## config.mk

```make
export PLATFORM = sky130hd
export DESIGN_NAME = ifu_prefetch_flat
export DESIGN_NICKNAME = d
export VERILOG_FILES = /design/src/rtl/ifu_prefetch_pkg.sv /design/src/rtl/ifu_prefetch_if.sv /design/src/rtl/ifu_fifo.sv /design/src/rtl/ifu_prefetch.sv /design/src/flat_wrapper.sv
export SDC_FILE = /design/constraint.sdc
export NUM_CORES = 1
export LEC_CHECK = 0
export ABC_AREA = 1
export BUFFER_PORTS_ARGS = -buffer_cell sky130_fd_sc_hd__buf_2
export CORE_ASPECT_RATIO = 0.5
export CORE_MARGIN = 2
export CORE_UTILIZATION = 26
export DETAILED_ROUTE_END_ITERATION = 10
export HOLD_SLACK_MARGIN = 0.06
export MAX_ROUTING_LAYER = met4
export SLEW_MARGIN = 0
export SYNTH_ARGS = -nofsm -noshare
export SYNTH_HDL_FRONTEND = slang
export SYNTH_SLANG_ARGS = --single-unit
export TNS_END_PERCENT = 5
```

## constraint.sdc

```tcl
create_clock -name clk -period 4.09 [get_ports clk]
set_input_delay 0.409 -clock clk [delete_from_list [all_inputs] [get_ports clk]]
set_output_delay 0.409 -clock clk [all_outputs]
set_load 0.1 [all_outputs]
```

## src/rtl/ifu_prefetch_pkg.sv

```systemverilog
// rtl/ifu_prefetch_pkg.sv - shared constants for the instruction-fetch unit
package ifu_prefetch_pkg;

    localparam logic [63:0] PC_START  = 64'h8000_0000;
    localparam int          INST_BITS = 32;
    localparam int          INST_STEP = 4;

endpackage

```

## src/rtl/ifu_prefetch_if.sv

```systemverilog
// rtl/ifu_prefetch_if.sv - fetch request, response, delivery and redirect signals
interface ifu_prefetch_if #(
    parameter int ADDR_W = 64,
    parameter int INST_W = 32
);
    logic              o_req_valid;
    logic [ADDR_W-1:0] o_req_addr;
    logic              i_req_ready;
    logic              i_rsp_valid;
    logic [INST_W-1:0] i_rsp_data;
    logic              o_instr_valid;
    logic [INST_W-1:0] o_instr;
    logic [ADDR_W-1:0] o_instr_pc;
    logic              i_instr_ready;
    logic              i_branch_jump;
    logic [ADDR_W-1:0] i_next_pc;
    logic              i_hold;

    modport master (
        output o_req_valid, o_req_addr, o_instr_valid, o_instr, o_instr_pc,
        input  i_req_ready, i_rsp_valid, i_rsp_data, i_instr_ready,
               i_branch_jump, i_next_pc, i_hold
    );

    modport slave (
        input  o_req_valid, o_req_addr, o_instr_valid, o_instr, o_instr_pc,
        output i_req_ready, i_rsp_valid, i_rsp_data, i_instr_ready,
               i_branch_jump, i_next_pc, i_hold
    );
endinterface

```

## src/rtl/ifu_fifo.sv

```systemverilog
// rtl/ifu_fifo.sv - synchronous FIFO with flush, count, empty and full
module ifu_fifo #(
    parameter int WIDTH = 8,
    parameter int DEPTH = 4
) (
    input  logic                   clk,
    input  logic                   rst_n,
    input  logic                   push,
    input  logic                   pop,
    input  logic                   flush,
    input  logic [WIDTH-1:0]       wdata,
    output logic [WIDTH-1:0]       rdata,
    output logic [$clog2(DEPTH):0] count,
    output logic                   empty,
    output logic                   full
);
    localparam int PW = $clog2(DEPTH);

    logic [WIDTH-1:0] mem [DEPTH];
    logic [PW-1:0]    wr_ptr;
    logic [PW-1:0]    rd_ptr;
    logic [PW:0]      cnt;
    logic             do_push;
    logic             do_pop;

    assign empty   = (cnt == '0);
    assign full    = (cnt == (PW+1)'(DEPTH));
    assign count   = cnt;
    assign rdata   = mem[rd_ptr];
    assign do_pop  = pop & ~flush & ~empty;
    // A full queue still accepts a push when the head leaves in the same cycle.
    assign do_push = push & ~flush & (~full | do_pop);

    always_ff @(posedge clk or negedge rst_n) begin
        if (!rst_n) begin
            wr_ptr <= '0;
            rd_ptr <= '0;
            cnt    <= '0;
            for (int i = 0; i < DEPTH; i++) begin
                mem[i] <= '0;
            end
        end else if (flush) begin
            wr_ptr <= '0;
            rd_ptr <= '0;
            cnt    <= '0;
        end else begin
            if (do_push) begin
                mem[wr_ptr] <= wdata;
                wr_ptr      <= wr_ptr + PW'(1);
            end
            if (do_pop) begin
                rd_ptr <= rd_ptr + PW'(1);
            end
            cnt <= cnt + (PW+1)'(do_push) - (PW+1)'(do_pop);
        end
    end
endmodule

```

## src/rtl/ifu_prefetch.sv

```systemverilog
// rtl/ifu_prefetch.sv - credit-limited sequential fetcher with redirect flush
module ifu_prefetch
    import ifu_prefetch_pkg::*;
#(
    parameter logic [63:0] RESET_PC = PC_START,
    parameter int          ADDR_W   = 64,
    parameter int          INST_W   = INST_BITS,
    parameter int          DEPTH    = 4
) (
    input  logic          clk,
    input  logic          rst_n,
    ifu_prefetch_if.master bus
);
    localparam int CW = $clog2(DEPTH) + 1;
    localparam int EW = ADDR_W + INST_W;
    localparam logic [CW:0] CREDITS = (CW+1)'(DEPTH);

    logic [ADDR_W-1:0] req_pc;
    logic [ADDR_W-1:0] rsp_pc;
    logic [ADDR_W-1:0] target;
    logic [CW-1:0]     inflight;
    logic [CW-1:0]     inflight_nxt;
    logic [CW-1:0]     drop_cnt;
    logic [CW-1:0]     fifo_count;
    logic [CW:0]       credit_used;
    logic              fire;
    logic              rsp;
    logic              stale;
    logic              push;
    logic              pop;
    logic              redirect;
    logic              fifo_empty;
    logic              fifo_full;
    logic [EW-1:0]     head;

    assign redirect    = bus.i_branch_jump;
    assign target      = bus.i_next_pc & ~ADDR_W'(3);
    assign rsp         = bus.i_rsp_valid;
    assign stale       = (drop_cnt != '0);
    // Queued entries and outstanding requests share one credit pool, so a push can never overflow.
    assign credit_used = {1'b0, fifo_count} + {1'b0, inflight};

    assign bus.o_req_valid = rst_n & ~bus.i_hold & ~fifo_full & (credit_used < CREDITS);
    assign bus.o_req_addr  = req_pc;
    assign fire            = bus.o_req_valid & bus.i_req_ready;

    assign push = rsp & ~stale & ~redirect;
    assign pop  = ~fifo_empty & bus.i_instr_ready & ~redirect;

    assign inflight_nxt = inflight + CW'(fire) - CW'(rsp);

    always_ff @(posedge clk or negedge rst_n) begin
        if (!rst_n) begin
            req_pc   <= RESET_PC[ADDR_W-1:0];
            rsp_pc   <= RESET_PC[ADDR_W-1:0];
            inflight <= '0;
            drop_cnt <= '0;
        end else begin
            inflight <= inflight_nxt;
            if (redirect) begin
                // Everything fired up to and including this edge is stale; this cycle's response is already gone.
                req_pc   <= target;
                rsp_pc   <= target;
                drop_cnt <= inflight_nxt;
            end else begin
                if (fire) begin
                    req_pc <= req_pc + ADDR_W'(INST_STEP);
                end
                if (push) begin
                    rsp_pc <= rsp_pc + ADDR_W'(INST_STEP);
                end
                if (rsp && stale) begin
                    drop_cnt <= drop_cnt - CW'(1);
                end
            end
        end
    end

    ifu_fifo #(
        .WIDTH (EW),
        .DEPTH (DEPTH)
    ) u_fifo (
        .clk   (clk),
        .rst_n (rst_n),
        .push  (push),
        .pop   (pop),
        .flush (redirect),
        .wdata ({rsp_pc, bus.i_rsp_data}),
        .rdata (head),
        .count (fifo_count),
        .empty (fifo_empty),
        .full  (fifo_full)
    );

    assign bus.o_instr_valid = ~fifo_empty;
    assign bus.o_instr_pc    = head[EW-1:INST_W];
    assign bus.o_instr       = head[INST_W-1:0];
endmodule
```

## src/flat_wrapper.sv

```systemverilog
// flat-port wrapper written by rule: the top's interface ports become plain ports
module ifu_prefetch_flat import ifu_prefetch_pkg::*;
#(
    parameter logic [63:0] RESET_PC = PC_START,
    parameter int          ADDR_W   = 64,
    parameter int          INST_W   = INST_BITS,
    parameter int          DEPTH    = 4
)
  (clk, rst_n, bus_o_req_valid, bus_o_req_addr, bus_o_instr_valid, bus_o_instr, bus_o_instr_pc, bus_i_req_ready, bus_i_rsp_valid, bus_i_rsp_data, bus_i_instr_ready, bus_i_branch_jump, bus_i_next_pc, bus_i_hold);
  ifu_prefetch_if #(.ADDR_W(ADDR_W), .INST_W(INST_W)) bus_i ();
  input  logic clk;
  input  logic rst_n;
  output wire logic [$bits(bus_i.o_req_valid)-1:0] bus_o_req_valid;
  output wire logic [$bits(bus_i.o_req_addr)-1:0] bus_o_req_addr;
  output wire logic [$bits(bus_i.o_instr_valid)-1:0] bus_o_instr_valid;
  output wire logic [$bits(bus_i.o_instr)-1:0] bus_o_instr;
  output wire logic [$bits(bus_i.o_instr_pc)-1:0] bus_o_instr_pc;
  input wire logic [$bits(bus_i.i_req_ready)-1:0] bus_i_req_ready;
  input wire logic [$bits(bus_i.i_rsp_valid)-1:0] bus_i_rsp_valid;
  input wire logic [$bits(bus_i.i_rsp_data)-1:0] bus_i_rsp_data;
  input wire logic [$bits(bus_i.i_instr_ready)-1:0] bus_i_instr_ready;
  input wire logic [$bits(bus_i.i_branch_jump)-1:0] bus_i_branch_jump;
  input wire logic [$bits(bus_i.i_next_pc)-1:0] bus_i_next_pc;
  input wire logic [$bits(bus_i.i_hold)-1:0] bus_i_hold;
  assign bus_o_req_valid = bus_i.o_req_valid;
  assign bus_o_req_addr = bus_i.o_req_addr;
  assign bus_o_instr_valid = bus_i.o_instr_valid;
  assign bus_o_instr = bus_i.o_instr;
  assign bus_o_instr_pc = bus_i.o_instr_pc;
  assign bus_i.i_req_ready = bus_i_req_ready;
  assign bus_i.i_rsp_valid = bus_i_rsp_valid;
  assign bus_i.i_rsp_data = bus_i_rsp_data;
  assign bus_i.i_instr_ready = bus_i_instr_ready;
  assign bus_i.i_branch_jump = bus_i_branch_jump;
  assign bus_i.i_next_pc = bus_i_next_pc;
  assign bus_i.i_hold = bus_i_hold;
  ifu_prefetch #(.RESET_PC(RESET_PC), .ADDR_W(ADDR_W), .INST_W(INST_W), .DEPTH(DEPTH)) u_core (.clk(clk), .rst_n(rst_n), .bus(bus_i));
endmodule
```

## Word-level counts from Yosys, hierarchy flattened

Index checks and enable logic that the tools add are counted.

| storage, ports and cells | value |
|---|---|
| logic and storage cells | 73 |
| flip-flop bits (word level) | 525 |
| bits of input ports | 103 |
| output and inout bits | 162 |

| cells by class | value |
|---|---|
| $lt $le $gt $ge | 4 |
| reduce and logical (&&, ||, !) cells | 10 |
| bitwise operators | 20 |
| muxes and demuxes | 17 |
| add/sub/neg operators | 10 |
| eq/ne operators | 1 |

Operators with widths:

| kind | count |
|---|---|
| $bwmux 384 | 1 |
| $mux 96 | 3 |
| $mux 64 | 4 |
| $bmux 96 s2 | 1 |
| $demux 96 s2 | 1 |
| $add 64x3->64 const B | 2 |
| $and 1x1->1 | 12 |
| $reduce_bool 2->1 | 5 |
| $mux 3 | 3 |
| $mux 2 | 4 |
| $add 3x1->3 | 2 |
| $ge 3x3->1 const B | 2 |
| $not 2->3 | 2 |
| $sub 3x1->3 | 2 |
| $not 1->1 | 5 |
| $add 2x1->2 const B | 2 |
| $add 3x3->4 | 1 |
| $lt 4x3->1 const B | 1 |
| $eq 3x3->1 const B | 1 |
| $logic_not 3->1 | 1 |
| $lt 3x1->1 const B | 1 |
| $reduce_bool 3->1 | 1 |
| $sub 3x1->3 const B | 1 |
| $logic_and 1x1->1 | 2 |
| 2 further kinds | 2 |

## Longest topological paths before layout

| depth | value |
|---|---|
| word-level depth | 11 |
| mapped depth | 17 |

## Cells and area by module

Synthesis repeated with hierarchy kept, for this count alone.

| second synthesis, totals | value |
|---|---|
| cell total of the unflattened synthesis | 3,854 |
| area total of the unflattened synthesis | 28,778.9 µm² |

By module, submodules not included:

| module | area each (µm²) | times used | cells each |
|---|---|---|---|
| ifu_fifo | 18,900.6 | 1 | 2,307 |
| ifu_prefetch | 9,878.2 | 1 | 1,547 |

## Worst setup path before layout

Ideal clock, no wire load.

| timing | value |
|---|---|
| path kind | reg-to-output |
| start point | register u_core.u_fifo.rd_ptr[0] |
| end point | output port bus_o_instr_pc[43] |
| stages on the path, launching flop included | 7 |
| data arrival time | 2.731 ns |
| slack | 0.950 ns |
| data required time | 3.681 ns |
| path through | dfrtp_1 buf_2 buf_2 clkbuf_1 clkbuf_1 nor2_1 o22ai_1 |

| between the ends | value |
|---|---|
| word-level cells in the longest chain between the ends | 4 |

RTL lines:

| element | line | text |
|---|---|---|
| from (decl) | ifu_fifo.sv:21 | `logic [PW-1:0] rd_ptr;` |
| from (signal assigned) | ifu_fifo.sv:52 | `rd_ptr <= rd_ptr + PW'(1);` |
| $not 2->3 (implied by the code) | ifu_fifo.sv:29 | `assign rdata = mem[rd_ptr];` |
| $bmux 96 s2 | ifu_fifo.sv:29 |  |
| $mux 96 (implied by the code) (2 in series) | ifu_fifo.sv:29 |  |
| to (decl) | flat_wrapper.sv:17 | `output wire logic [$bits(bus_i.o_instr_pc)-1:0] bus_o_instr_pc;` |

No other way between the ends. The select of a mux whose other input is x is not followed.

## Worst setup path in the final report

| timing | value |
|---|---|
| start point | register u_core.u_fifo.rd_ptr[0] |
| end point | output port bus_o_instr_pc[28] |

Same word-level chain as after synthesis.

==> flow_metrics.env <==
export IMPL_slew_viol_final=0
export IMPL_finalNetCount=3965
export IMPL_setup_viol=0
export IMPL_clock_latency_ns=0.63
export IMPL_vias_per_cell=4.84
export IMPL_crit_buf_inv=3
export IMPL_tns_ns=0
export IMPL_syn_area_mm2=0.0274
export IMPL_clockBufferDepth=3
export IMPL_ys_async_sr_fraction_pct=100
export IMPL_synth_top_family_by_area="simple AND/OR/NAND/NOR gates"
export IMPL_clock_sinks=513
export IMPL_rows=84
export IMPL_min_delay_path_depth=3
export IMPL_synth_seq_area_share_pct=46.9
export IMPL_fmax_mhz=286
export IMPL_finalCritPeriodShare_pct=85.3
export IMPL_reg2regPathDepth=11
export IMPL_yosys_warnings=0
export IMPL_post_cts_buffers=0
export IMPL_crit_start="u_core.u_fifo.rd_ptr[0]"
export IMPL_synth_edff_count=0
export IMPL_powerDensity_mw_per_mm2=752
export IMPL_cts_root_buf="clkbuf_16"
export IMPL_holdCritPathClass="input pin to register"
export IMPL_maxCapViolations=0
export IMPL_finalWorstSetupSlack_ns=0.599
export IMPL_path_cells="inv_6 > buf_4 > o21ai_0 > o22ai_1 > buf_2"
export IMPL_status="finished clean"
export IMPL_grt_max_degree=162
export IMPL_synth_xor_area_share_pct=1.86
export IMPL_fp_dieW_um=463
export IMPL_antenna_left=0
export IMPL_dp_hpwl_um=68800
export IMPL_grt_use_total_pct=18.6
export IMPL_final_min_clock_period_ns=3.49
export IMPL_drt_wl_total_um=100000
export IMPL_dieArea_mm2=0.108
export IMPL_syn_to_final_growth_pct=17.2
export IMPL_path_delay_family="buffers and inverters"
export IMPL_num_io_pins=265
export IMPL_slew_headroom_pct=30.7
export IMPL_dpl_worst_slack_ns=0.910
export IMPL_synth_mux_area_share_pct=0
export IMPL_cts_hold_buf=37
export IMPL_regToRegStartpoint="u_core.drop_cnt[0]"
export IMPL_grt_antenna_before_repair=3
export IMPL_path_clk_slew_ns=0.06
export IMPL_dr_pass1_iters=7
export IMPL_drive_gt1_share_pct=10.8
export IMPL_port_buffers=258
export IMPL_yosys_most_used_dff="dfrtp_1"
export IMPL_rsz0062_at_grt="false"
export IMPL_grt_pass1_vias=24500
export IMPL_core_mm2=0.105
export IMPL_initialDrtViolationCount=2097
export IMPL_die_h_um=233
export IMPL_hp_start="bus_i_next_pc[4]"
export IMPL_synth_cell_types=43
export IMPL_place_area_mm2=0.0299
export IMPL_synth_seq_cells=513
export IMPL_required_ns=3.68
export IMPL_wl_per_cell_um=18.9
export IMPL_cts_tree="built"
export IMPL_synth_compound_area_share_pct=16.1
export IMPL_final_core_util_pct=30.6
export IMPL_avgSynthCellArea_um2=7.45
export IMPL_postSynthCellCount=3672
export IMPL_start_util_pct=26.1
export IMPL_p_leak_nw=15.3
export IMPL_vdd_drop_max_v=0.00115
export IMPL_critPathSlowestCell="dfrtp_4"
export IMPL_critical_path_arrival_ns=3.08
export IMPL_startpoint_type="register"
export IMPL_htree_levels=2
export IMPL_path_depth=5
export IMPL_hold_end="u_core.bus.o_req_addr[4]"
export IMPL_finalClockSkew_ns=0.0201
export IMPL_ctsResizeCount=0
export IMPL_finalHoldViolCount=0
export IMPL_drc=0
export IMPL_overflow=0
export IMPL_grt_pass1_wl_um=150000
export IMPL_slowest_delay_ns=0.61
export IMPL_vias=25700
export IMPL_cts_buffers_inserted=54
export IMPL_crit_path_end_kind="output pin"
export IMPL_critPathMaxFanout=85
export IMPL_routabilityCongestion=0.914
export IMPL_critPathKind="register to output pin"
export IMPL_r2r_setup_slack_ns=0.82
export IMPL_final_cell_area_mm2=0.0321
export IMPL_yosys_area_share_adder_pct=0.786
export IMPL_synthSimpleGateAreaFrac_pct=27.9
export IMPL_worst_pin_slew_ns=1.04
export IMPL_regToRegEndpoint="u_core.u_fifo.mem[107]"
## per-layer routing
metal  up-vias  global-route usage [%]  part of all wire (%)
met5         -                       -                     0
met4         0                    7.20                   3.8
met3       162                    2.79                   6.0
met2       733                    30.1                    47
met1     12500                    23.5                    43
li1      12200                       -                     -
## area by class of cell
| type | count | area, µm² |
|---|---|---|
| clock inverters | 21 | 273 |
| well taps | 1419 | 1780 |
| repair buffers | 335 | 2080 |
| flip-flops and latches | 513 | 12800 |
| fillers | 11300 | 72600 |
| diodes | 2 | 5.00 |
| clock buffers | 74 | 1550 |
| inverters | 199 | 752 |
| multi-input cells | 2743 | 12800 |
## where the power goes
group          leakage [nW]  internal, mW  switching [mW]
sequential             6.72          6.17           0.897
clock                 0.880          2.91            2.22
combinational          7.65          2.09            9.84
total                  15.3          11.2            13.0
## worst max path at each step
stage / to
2_1_floorplan: bus_o_instr_pc[43]
3_3_place_gp: u_core.u_fifo.mem[109]
3_5_place_dp: u_core.u_fifo.mem[25]
4_1_cts: bus_o_instr[20]
5_1_grt: bus_o_instr[16]
6_report: bus_o_instr_pc[28]
## flip-flops by register name, summed over array words and instances, names as in the netlist
name and count:
u_core.u_fifo.rd_ptr 2, u_core.rsp_pc 62, u_core.u_fifo.wr_ptr 2, u_core.u_fifo.count 3, u_core.drop_cnt 3, u_core.inflight 3, u_core.u_fifo.mem 376, u_core.bus.o_req_addr 62
## placed cells by master, fill, tap and decap left out, types with 30 or more instances in the layout
cell type,count
inv_1,189
dfrtp_1,509
nor2_1,433
o22ai_1,94
buf_2,257
o21ai_0,456
dlygate4sd3_1,37
nand2_1,1231
xnor2_1,30
o21a_1,168
buf_4,31
clkbuf_16,54
nand3_1,175
## Yosys cell counts, drive strengths merged (11+ instances only)
master  number  area, µm²
buf         97        538
clkbuf     123        463
dfrtp      511      12800
ha          14        175
inv        194        728
nand2     1232       4630
nand3      176        886
nand4       28        175
nor2       445       1760
nor3        12       70.1
o211ai      11       82.6
o21a       168       1260
o21ai      459       2300
o21bai      11       82.6
o22ai       94        588
xnor2       30        263
xor2        28        245
## kinds of logic (layout without fill, tap and decap cells)
kind of cell             count (synthesis)  after routing
AO/OA/AOI/OAI                          758            758
XOR/XNOR                                58             58
adder cells (fa/ha/maj)                 16             16
buffers and inverters                  419            629
flip-flops                             513            513
other                                    1              6
AND/OR/NAND/NOR                       1907           1907
## worst min-delay path, stage by stage
cell and delay, ns:
buf_2 0.08, nand2_1 0.11, nand3_1 0.10
## metrics by stage
step / total power, mW / hold slack [ns] / cells
global route: 25.2 / 0.0776 / 5306
detailed placement: 19.1 / 0.294 / 5172
floorplan: 16.4 / 0.113 / 3675
global placement: 19.0 / 0.293 / 5172
finish: 24.1 / 0.0965 / 5306
CTS: 24.3 / 0.0628 / 5304
Note: power is estimated with default switching activity, not from simulation.
